<file path="src/rtl/lsu_mem_access_if.sv">
// lsu_mem_access_if: request/response and data-memory bus bundle for lsu_mem_access.
//   req_*  : execute-stage request (valid/ready, we, op, addr, wdata)
//   rsp_*  : one-cycle completion pulse with right-aligned load data and fault flag
//   bus_*  : word-aligned data-memory beat (req held until ack, byte enables)
// Modports: slave = the LSU, master = the execute stage plus the memory side.
interface lsu_mem_access_if #(
    parameter int unsigned WIDTH = 32
);
    logic             req_valid;
    logic             req_ready;
    logic             req_we;
    logic [2:0]       req_op;
    logic [WIDTH-1:0] req_addr;
    logic [WIDTH-1:0] req_wdata;
    logic             rsp_valid;
    logic [WIDTH-1:0] rsp_rdata;
    logic             rsp_err;
    logic             bus_req;
    logic             bus_we;
    logic [WIDTH-1:0] bus_addr;
    logic [3:0]       bus_be;
    logic [WIDTH-1:0] bus_wdata;
    logic             bus_ack;
    logic [WIDTH-1:0] bus_rdata;

    modport slave (
        input  req_valid, req_we, req_op, req_addr, req_wdata, bus_ack, bus_rdata,
        output req_ready, rsp_valid, rsp_rdata, rsp_err,
        output bus_req, bus_we, bus_addr, bus_be, bus_wdata
    );

    modport master (
        output req_valid, req_we, req_op, req_addr, req_wdata, bus_ack, bus_rdata,
        input  req_ready, rsp_valid, rsp_rdata, rsp_err,
        input  bus_req, bus_we, bus_addr, bus_be, bus_wdata
    );
endinterface

</file>
<file path="src/rtl/lsu_mem_access.sv">
// lsu_mem_access: load/store access sequencer between execute and the data-memory bus.
// Accepts one request at a time, issues one (or, if split, two) word-aligned bus beats with
// byte enables, and returns load data right-aligned to bit 0 (upper bits raw, unextended).
// Ports:
//   clk   : clock, rising edge
//   rst_n : synchronous active-low reset
//   lsu   : lsu_mem_access_if.slave bundle (req_*, rsp_*, bus_*)
// Build option: define LSU_MISALIGN_SPLIT_EN to split misaligned half/word accesses into two
// beats; otherwise they complete with rsp_err=1 and never touch the bus.
module lsu_mem_access #(
    parameter int unsigned WIDTH = 32
) (
    input  logic              clk,
    input  logic              rst_n,
    lsu_mem_access_if.slave   lsu
);

    localparam logic [1:0] StIdle = 2'd0;
    localparam logic [1:0] StAcc0 = 2'd1;
`ifdef LSU_MISALIGN_SPLIT_EN
    localparam logic [1:0] StAcc1 = 2'd2;
`endif
    localparam logic [1:0] StResp = 2'd3;

    logic [1:0]       state_q, state_d;
    logic             we_q, we_d;
    logic [1:0]       off_q, off_d;
    logic             bus_req_q, bus_req_d;
    logic             bus_we_q, bus_we_d;
    logic [WIDTH-1:0] bus_addr_q, bus_addr_d;
    logic [3:0]       bus_be_q, bus_be_d;
    logic [WIDTH-1:0] bus_wdata_q, bus_wdata_d;
    logic             rsp_valid_q, rsp_valid_d;
    logic             rsp_err_q, rsp_err_d;
    logic [WIDTH-1:0] rsp_rdata_q, rsp_rdata_d;
`ifdef LSU_MISALIGN_SPLIT_EN
    logic             split_q, split_d;
    logic [WIDTH-1:0] lo_q, lo_d;
    logic [3:0]       be_hi_q, be_hi_d;
    logic [WIDTH-1:0] wdata_hi_q, wdata_hi_d;
    logic [2*WIDTH-1:0] rd_cat;
    logic [2*WIDTH-1:0] rd_shift;
    logic             unused_rd;
`else
    logic             unused_hi;
`endif

    logic [1:0]         off;
    logic [7:0]         mask;
    logic [7:0]         mask_sh;
    logic               misaligned;
    logic               fault;
    logic [2*WIDTH-1:0] wdata_sh;
    logic [WIDTH-1:0]   rd_word;
    logic               unused_op;

    assign off       = lsu.req_addr[1:0];
    // Bit 2 of the op only selects sign/zero extension downstream.
    assign unused_op = lsu.req_op[2];

    always_comb begin
        mask       = 8'b0000_1111;
        misaligned = 1'b0;
        unique case (lsu.req_op[1:0])
            2'd0: mask = 8'b0000_0001;
            2'd1: begin
                mask       = 8'b0000_0011;
                misaligned = (off == 2'd3);
            end
            default: begin
                mask       = 8'b0000_1111;
                misaligned = (off != 2'd0);
            end
        endcase
    end

    // Two-word views: low half is beat 0, high half is beat 1 of a split access.
    assign mask_sh  = mask << off;
    assign wdata_sh = {{WIDTH{1'b0}}, lsu.req_wdata} << {off, 3'b000};

`ifdef LSU_MISALIGN_SPLIT_EN
    assign fault     = 1'b0;
    assign rd_cat    = (state_q == StAcc1) ? {lsu.bus_rdata, lo_q}
                                           : {{WIDTH{1'b0}}, lsu.bus_rdata};
    assign rd_shift  = rd_cat >> {off_q, 3'b000};
    assign rd_word   = rd_shift[WIDTH-1:0];
    assign unused_rd = ^rd_shift[2*WIDTH-1:WIDTH];
`else
    assign fault     = misaligned;
    assign rd_word   = lsu.bus_rdata >> {off_q, 3'b000};
    assign unused_hi = ^{wdata_sh[2*WIDTH-1:WIDTH], mask_sh[7:4]};
`endif

    always_comb begin
        state_d     = state_q;
        we_d        = we_q;
        off_d       = off_q;
        bus_req_d   = bus_req_q;
        bus_we_d    = bus_we_q;
        bus_addr_d  = bus_addr_q;
        bus_be_d    = bus_be_q;
        bus_wdata_d = bus_wdata_q;
        rsp_valid_d = rsp_valid_q;
        rsp_err_d   = rsp_err_q;
        rsp_rdata_d = rsp_rdata_q;
`ifdef LSU_MISALIGN_SPLIT_EN
        split_d     = split_q;
        lo_d        = lo_q;
        be_hi_d     = be_hi_q;
        wdata_hi_d  = wdata_hi_q;
`endif
        unique case (state_q)
            StIdle: begin
                if (lsu.req_valid) begin
                    we_d  = lsu.req_we;
                    off_d = off;
                    if (fault) begin
                        rsp_valid_d = 1'b1;
                        rsp_err_d   = 1'b1;
                        rsp_rdata_d = '0;
                        state_d     = StResp;
                    end else begin
                        bus_req_d   = 1'b1;
                        bus_we_d    = lsu.req_we;
                        bus_addr_d  = {lsu.req_addr[WIDTH-1:2], 2'b00};
                        bus_be_d    = mask_sh[3:0];
                        bus_wdata_d = wdata_sh[WIDTH-1:0];
`ifdef LSU_MISALIGN_SPLIT_EN
                        split_d     = misaligned;
                        be_hi_d     = mask_sh[7:4];
                        wdata_hi_d  = wdata_sh[2*WIDTH-1:WIDTH];
`endif
                        state_d     = StAcc0;
                    end
                end
            end
            StAcc0: begin
                if (lsu.bus_ack) begin
`ifdef LSU_MISALIGN_SPLIT_EN
                    lo_d = lsu.bus_rdata;
                    if (split_q) begin
                        // Second beat follows directly; address wraps modulo 2^WIDTH.
                        bus_addr_d  = bus_addr_q + WIDTH'(4);
                        bus_be_d    = be_hi_q;
                        bus_wdata_d = wdata_hi_q;
                        state_d     = StAcc1;
                    end else
`endif
                    begin
                        bus_req_d   = 1'b0;
                        rsp_valid_d = 1'b1;
                        rsp_err_d   = 1'b0;
                        rsp_rdata_d = we_q ? '0 : rd_word;
                        state_d     = StResp;
                    end
                end
            end
`ifdef LSU_MISALIGN_SPLIT_EN
            StAcc1: begin
                if (lsu.bus_ack) begin
                    bus_req_d   = 1'b0;
                    rsp_valid_d = 1'b1;
                    rsp_err_d   = 1'b0;
                    rsp_rdata_d = we_q ? '0 : rd_word;
                    state_d     = StResp;
                end
            end
`endif
            StResp: begin
                rsp_valid_d = 1'b0;
                state_d     = StIdle;
            end
            default: state_d = StIdle;
        endcase
    end

    always_ff @(posedge clk) begin
        if (!rst_n) begin
            state_q     <= StIdle;
            we_q        <= 1'b0;
            off_q       <= 2'd0;
            bus_req_q   <= 1'b0;
            bus_we_q    <= 1'b0;
            bus_addr_q  <= '0;
            bus_be_q    <= 4'd0;
            bus_wdata_q <= '0;
            rsp_valid_q <= 1'b0;
            rsp_err_q   <= 1'b0;
            rsp_rdata_q <= '0;
`ifdef LSU_MISALIGN_SPLIT_EN
            split_q     <= 1'b0;
            lo_q        <= '0;
            be_hi_q     <= 4'd0;
            wdata_hi_q  <= '0;
`endif
        end else begin
            state_q     <= state_d;
            we_q        <= we_d;
            off_q       <= off_d;
            bus_req_q   <= bus_req_d;
            bus_we_q    <= bus_we_d;
            bus_addr_q  <= bus_addr_d;
            bus_be_q    <= bus_be_d;
            bus_wdata_q <= bus_wdata_d;
            rsp_valid_q <= rsp_valid_d;
            rsp_err_q   <= rsp_err_d;
            rsp_rdata_q <= rsp_rdata_d;
`ifdef LSU_MISALIGN_SPLIT_EN
            split_q     <= split_d;
            lo_q        <= lo_d;
            be_hi_q     <= be_hi_d;
            wdata_hi_q  <= wdata_hi_d;
`endif
        end
    end

    assign lsu.req_ready = (state_q == StIdle) && rst_n;
    assign lsu.rsp_valid = rsp_valid_q;
    assign lsu.rsp_err   = rsp_err_q;
    assign lsu.rsp_rdata = rsp_rdata_q;
    assign lsu.bus_req   = bus_req_q;
    assign lsu.bus_we    = bus_we_q;
    assign lsu.bus_addr  = bus_addr_q;
    assign lsu.bus_be    = bus_be_q;
    assign lsu.bus_wdata = bus_wdata_q;

endmodule

</file>
<file path="src/flat_wrapper.sv">
// flat-port wrapper written by rule: the top's interface ports become plain ports
module lsu_mem_access_flat 
#(
    parameter int unsigned WIDTH = 32
)
  (clk, rst_n, lsu_req_valid, lsu_req_we, lsu_req_op, lsu_req_addr, lsu_req_wdata, lsu_bus_ack, lsu_bus_rdata, lsu_req_ready, lsu_rsp_valid, lsu_rsp_rdata, lsu_rsp_err, lsu_bus_req, lsu_bus_we, lsu_bus_addr, lsu_bus_be, lsu_bus_wdata);
  lsu_mem_access_if #(.WIDTH(WIDTH)) lsu_i ();
  input  logic clk;
  input  logic rst_n;
  input wire logic [$bits(lsu_i.req_valid)-1:0] lsu_req_valid;
  input wire logic [$bits(lsu_i.req_we)-1:0] lsu_req_we;
  input wire logic [$bits(lsu_i.req_op)-1:0] lsu_req_op;
  input wire logic [$bits(lsu_i.req_addr)-1:0] lsu_req_addr;
  input wire logic [$bits(lsu_i.req_wdata)-1:0] lsu_req_wdata;
  input wire logic [$bits(lsu_i.bus_ack)-1:0] lsu_bus_ack;
  input wire logic [$bits(lsu_i.bus_rdata)-1:0] lsu_bus_rdata;
  output wire logic [$bits(lsu_i.req_ready)-1:0] lsu_req_ready;
  output wire logic [$bits(lsu_i.rsp_valid)-1:0] lsu_rsp_valid;
  output wire logic [$bits(lsu_i.rsp_rdata)-1:0] lsu_rsp_rdata;
  output wire logic [$bits(lsu_i.rsp_err)-1:0] lsu_rsp_err;
  output wire logic [$bits(lsu_i.bus_req)-1:0] lsu_bus_req;
  output wire logic [$bits(lsu_i.bus_we)-1:0] lsu_bus_we;
  output wire logic [$bits(lsu_i.bus_addr)-1:0] lsu_bus_addr;
  output wire logic [$bits(lsu_i.bus_be)-1:0] lsu_bus_be;
  output wire logic [$bits(lsu_i.bus_wdata)-1:0] lsu_bus_wdata;
  assign lsu_i.req_valid = lsu_req_valid;
  assign lsu_i.req_we = lsu_req_we;
  assign lsu_i.req_op = lsu_req_op;
  assign lsu_i.req_addr = lsu_req_addr;
  assign lsu_i.req_wdata = lsu_req_wdata;
  assign lsu_i.bus_ack = lsu_bus_ack;
  assign lsu_i.bus_rdata = lsu_bus_rdata;
  assign lsu_req_ready = lsu_i.req_ready;
  assign lsu_rsp_valid = lsu_i.rsp_valid;
  assign lsu_rsp_rdata = lsu_i.rsp_rdata;
  assign lsu_rsp_err = lsu_i.rsp_err;
  assign lsu_bus_req = lsu_i.bus_req;
  assign lsu_bus_we = lsu_i.bus_we;
  assign lsu_bus_addr = lsu_i.bus_addr;
  assign lsu_bus_be = lsu_i.bus_be;
  assign lsu_bus_wdata = lsu_i.bus_wdata;
  lsu_mem_access #(.WIDTH(WIDTH)) u_core (.clk(clk), .rst_n(rst_n), .lsu(lsu_i));
endmodule
</file>
<file path="config.mk">
export PLATFORM = sky130hd
export DESIGN_NAME = lsu_mem_access_flat
export DESIGN_NICKNAME = d
export VERILOG_FILES = /design/src/rtl/lsu_mem_access_if.sv /design/src/rtl/lsu_mem_access.sv /design/src/flat_wrapper.sv
export SDC_FILE = /design/constraint.sdc
export NUM_CORES = 1
export LEC_CHECK = 0
export CORE_MARGIN = 4
export CORE_UTILIZATION = 40
export DETAILED_ROUTE_END_ITERATION = 16
export PLACE_DENSITY = 0.75
export SLEW_MARGIN = 0
export SYNTH_ARGS = -nofsm -noshare
export SYNTH_HDL_FRONTEND = slang
export SYNTH_SLANG_ARGS = --single-unit
</file>
<file path="constraint.sdc">
create_clock -name clk -period 3.3 [get_ports clk]
set_input_delay 0.495 -clock clk [delete_from_list [all_inputs] [get_ports clk]]
set_output_delay 0.495 -clock clk [all_outputs]
set_load 0.05 [all_outputs]
</file>
==> summary.txt <==
Synthesis
  • Cell area after synthesis: 5150 µm²
  • Warnings, synthesis: 0
  • Async set-reset flop share out of synthesis: 0
  • Post-synth EDFFs: 0
  • Prevailing post-synth register cell: dfxtp_1
  • Synth Instances: 576
  • Syn_area_per_cell: 8.94 µm²
  • Synth top area share: 0.416
  • Synth unique cells: 36
  • Seq/Total Area, Yosys: 0.416
  • Synthesis-stage register bit count: 107
  • Cell taking the most area after synthesis: dfxtp_1
  • Top post-synthesis cells by area: dfxtp_1 (42%), nand2_1 (12%), mux2i_1 (11%), mux2_2 (5.2%), a21boi_1 (3.9%)

Worst hold path
  • Endpoint, Worst Hold: u_core.off_q[0]$_SDFFE_PN0P_
  • Hold Path Origin: lsu_req_addr[0]
  • Worst Hold Class: input port to register
  • Hold Path Stages: 3

GRT
  • Total GRT Usage: 0.210
  • Congestion Overflow GR: 0
  • Pin count of the biggest net entering global routing: 87
  • Initial antenna violation count: 0
  • First-pass GRT wire length: 24300 µm
  • Vias in the first global route: 4686

Run
  • Max-cap check violation count: 0

Worst setup path
  • CP peak stage delay: 820 ps
  • Crit path cell chain: buf_2 -> nand2b_1 -> nor2_1 -> clkdlybuf4s50_1
  • Worst path arrival time: 1910 ps
  • Reg2Reg Depth: 4
  • Slowest CP cell: clkdlybuf4s50_1
  • Worst flop-to-flop path endpoint: u_core.lsu.rsp_rdata[23]$_SDFFE_PN0P_
  • Crit path kind: input port to primary output
  • CP Data Required Time: 2800 ps
  • CP Capture Type: primary output
  • Reg-to-reg startpoint: u_core.state_q[0]$_SDFFE_PN0P_
  • Setup slack, reg-to-reg: 1140 ps
  • CP startpoint kind: input port
  • Crit path max fanout: 22

Clock network
  • Post-CTS sizing: 0
  • CTS tree: yes
  • CTS clk-pin slew, worst paths: 70 ps
  • Worst skew pair latency: 350 ps
  • TritonCTS Buffers: 9
  • CTS Buffer Depth: 2
  • Clock sink count: 107
  • Post-CTS Setup Repair Bufs: 0
  • Hold buffer count at CTS: 0
  • CTS root buf: clkbuf_16
  • H-Tree Depth: 3

STA
  • Period minus WS final: 2400 ps
  • Rel. slew slack: 0.200
  • Fmax achieved: 417 MHz
  • Final hold vios: 0
  • Setup TNS: 0 ps
  • Worst Tran Pin Value: 1200 ps
  • Tcrit/Tclk final: 0.727
  • Final setup violation count: 0
  • Hold_ws: 437 ps
  • Unrepaired setup endpoints after global routing: false
  • Post-route clock skew: 7.80 ps
  • Slew Limit Fails: 0

Drt
  • Routed len/inst: 17.0 µm
  • Post-DRT Antenna Nets: 0
  • Initial detailed-routing violation count: 221
  • Detailed-route via count: 4634
  • Vias/cell: 5.00
  • DR pass1 iterations: 4
  • Routed WL: 15700 µm
  • DR DRC count: 0

Die
  • Initial Util: 0.408
  • Die Y: 121 µm
  • I/O pin cnt: 209
  • Rows: 41
  • Die W: 121 µm
  • Core ar.: 12600 µm²
  • Die area: 14800 µm²

Outcome
  • Outcome: finished, final reports clean

Power
  • PD cells: 454 nW/µm²
  • Worst VDD drop: 212 µV
  • Leak Pwr: 2.85 nW

Place
  • Buffers on Ports: 205
  • DP Wirelength: 11600 µm
  • Final Wtd Congestion: 0.841

Final layout
  • Diode count: 0
  • Share of layout cells above drive strength 1: 0.0849
  • P&R area growth vs syn: 46.3%
  • Final nets: 853
-- flip-flops by register name (all words and copies together) (netlist names) --
register / cells
u_core.lsu.bus_wdata: 32
u_core.state_q: 2
u_core.lsu.rsp_err: 1
u_core.lsu.bus_req: 1
u_core.lsu.bus_we: 1
u_core.lsu.bus_be: 4
u_core.lsu.rsp_valid: 1
u_core.lsu.bus_addr: 30
u_core.lsu.rsp_rdata: 32
u_core.off_q: 2
u_core.we_q: 1
-- layout by cell type (no fill, tap or decap), drive strengths merged, types with 2 or more instances in the layout --
cell type / Yosys / routed
a21oi: 11 / 11
nor2b: 14 / 14
clkbuf: 20 / 9
mux2: 24 / 24
nor4b: 8 / 8
mux2i: 57 / 57
nand3: 2 / 2
or3: 9 / 9
buf: 31 / 9
a21boi: 52 / 52
and2: 8 / 8
nand2: 159 / 159
bufinv: 0 / 3
o21ai: 11 / 11
dfxtp: 107 / 107
o211a: 8 / 8
nor3b: 3 / 3
clkdlybuf4s50: 0 / 203
conb: 1 / 2
nor3: 3 / 3
clkinv: 0 / 3
o211ai: 24 / 24
nor2: 18 / 18
-- synthesized netlist by cell type, types with 2 or more instances --
library cell	instances
nor3_1	3
or3_1	9
dfxtp_1	107
o211ai_1	24
o21ai_0	10
clkbuf_2	2
nor2b_1	14
a21boi_1	27
mux2_2	24
o211a_1	8
a21boi_0	25
nor2_1	17
buf_1	2
a21oi_1	10
clkbuf_1	18
buf_4	9
and2_1	8
nor3b_4	2
nand3_2	2
nand2_1	159
mux2i_1	57
nor4b_1	2
buf_2	15
buf_6	5
nor4b_2	6
-- routing by layer --
layer | up-vias | wire (µm) | GRT usage
met5 | - | 0 | 0
met4 | 0 | 527 | 0.0959
met3 | 33 | 1010 | 0.0508
met2 | 143 | 7610 | 0.355
met1 | 2153 | 6590 | 0.251
li1 | 2305 | - | -
-- through the flow --
| step | total power [W] | util | setup WS [ps] | cell area, µm² | std cells |
|---|---|---|---|---|---|
| finish | 0.00342 | 0.597 | 899 | 7540 | 926 |
| global route | 0.00354 | 0.597 | 774 | 7540 | 926 |
| CTS | 0.00345 | 0.597 | 890 | 7540 | 926 |
| detailed placement | 0.00222 | 0.570 | 597 | 7190 | 910 |
| global placement | 0.00220 | 0.570 | 671 | 7190 | 910 |
| floorplan | 0.00192 | - | 1160 | 5150 | 577 |
-- kinds of logic (layout without fill, tap and decap cells) --
kind of cell    Yosys count  in the layout  synth area share
flops                   107            107             0.416
mux                      81             81             0.163
other cells               1              2          0.000728
simple gates            228            228             0.212
buf+inv                  51            228            0.0551
compound gates          108            108             0.154
-- critical path: cells and delay by family --
kind / cells / cell delay (ps)
buffers and inverters: 2 / 1150
AND/OR/NAND/NOR: 2 / 240
-- how the worst max path moves through the flow --
stage,from,endpoint,cells after the start
after global placement,lsu_req_valid,u_core.lsu.rsp_rdata[28]$_SDFFE_PN0P_,5
after global routing,rst_n,lsu_req_ready,4
after floorplan,rst_n,lsu_req_ready,4
final,rst_n,lsu_req_ready,4
after detailed placement,lsu_req_valid,u_core.lsu.rsp_rdata[26]$_SDFFE_PN0P_,5
after CTS,rst_n,lsu_req_ready,4
-- area by class of cell --
type,count,area (µm²)
well taps,172,215
fillers,1117,5080
flip-flops and latches,107,2140
repair buffers,212,2110
clock inverters,7,116
clock buffers,9,225
multi-input cells,419,2730
-- where the power goes --
part           total [W]  leakage, nW  switching, W  internal, W
sequential       0.00139        0.870     0.0000416      0.00135
clock            0.00123        0.165      0.000486     0.000740
combinational   0.000797         1.81      0.000461     0.000336
Note: power is estimated with default switching activity, not from simulation.
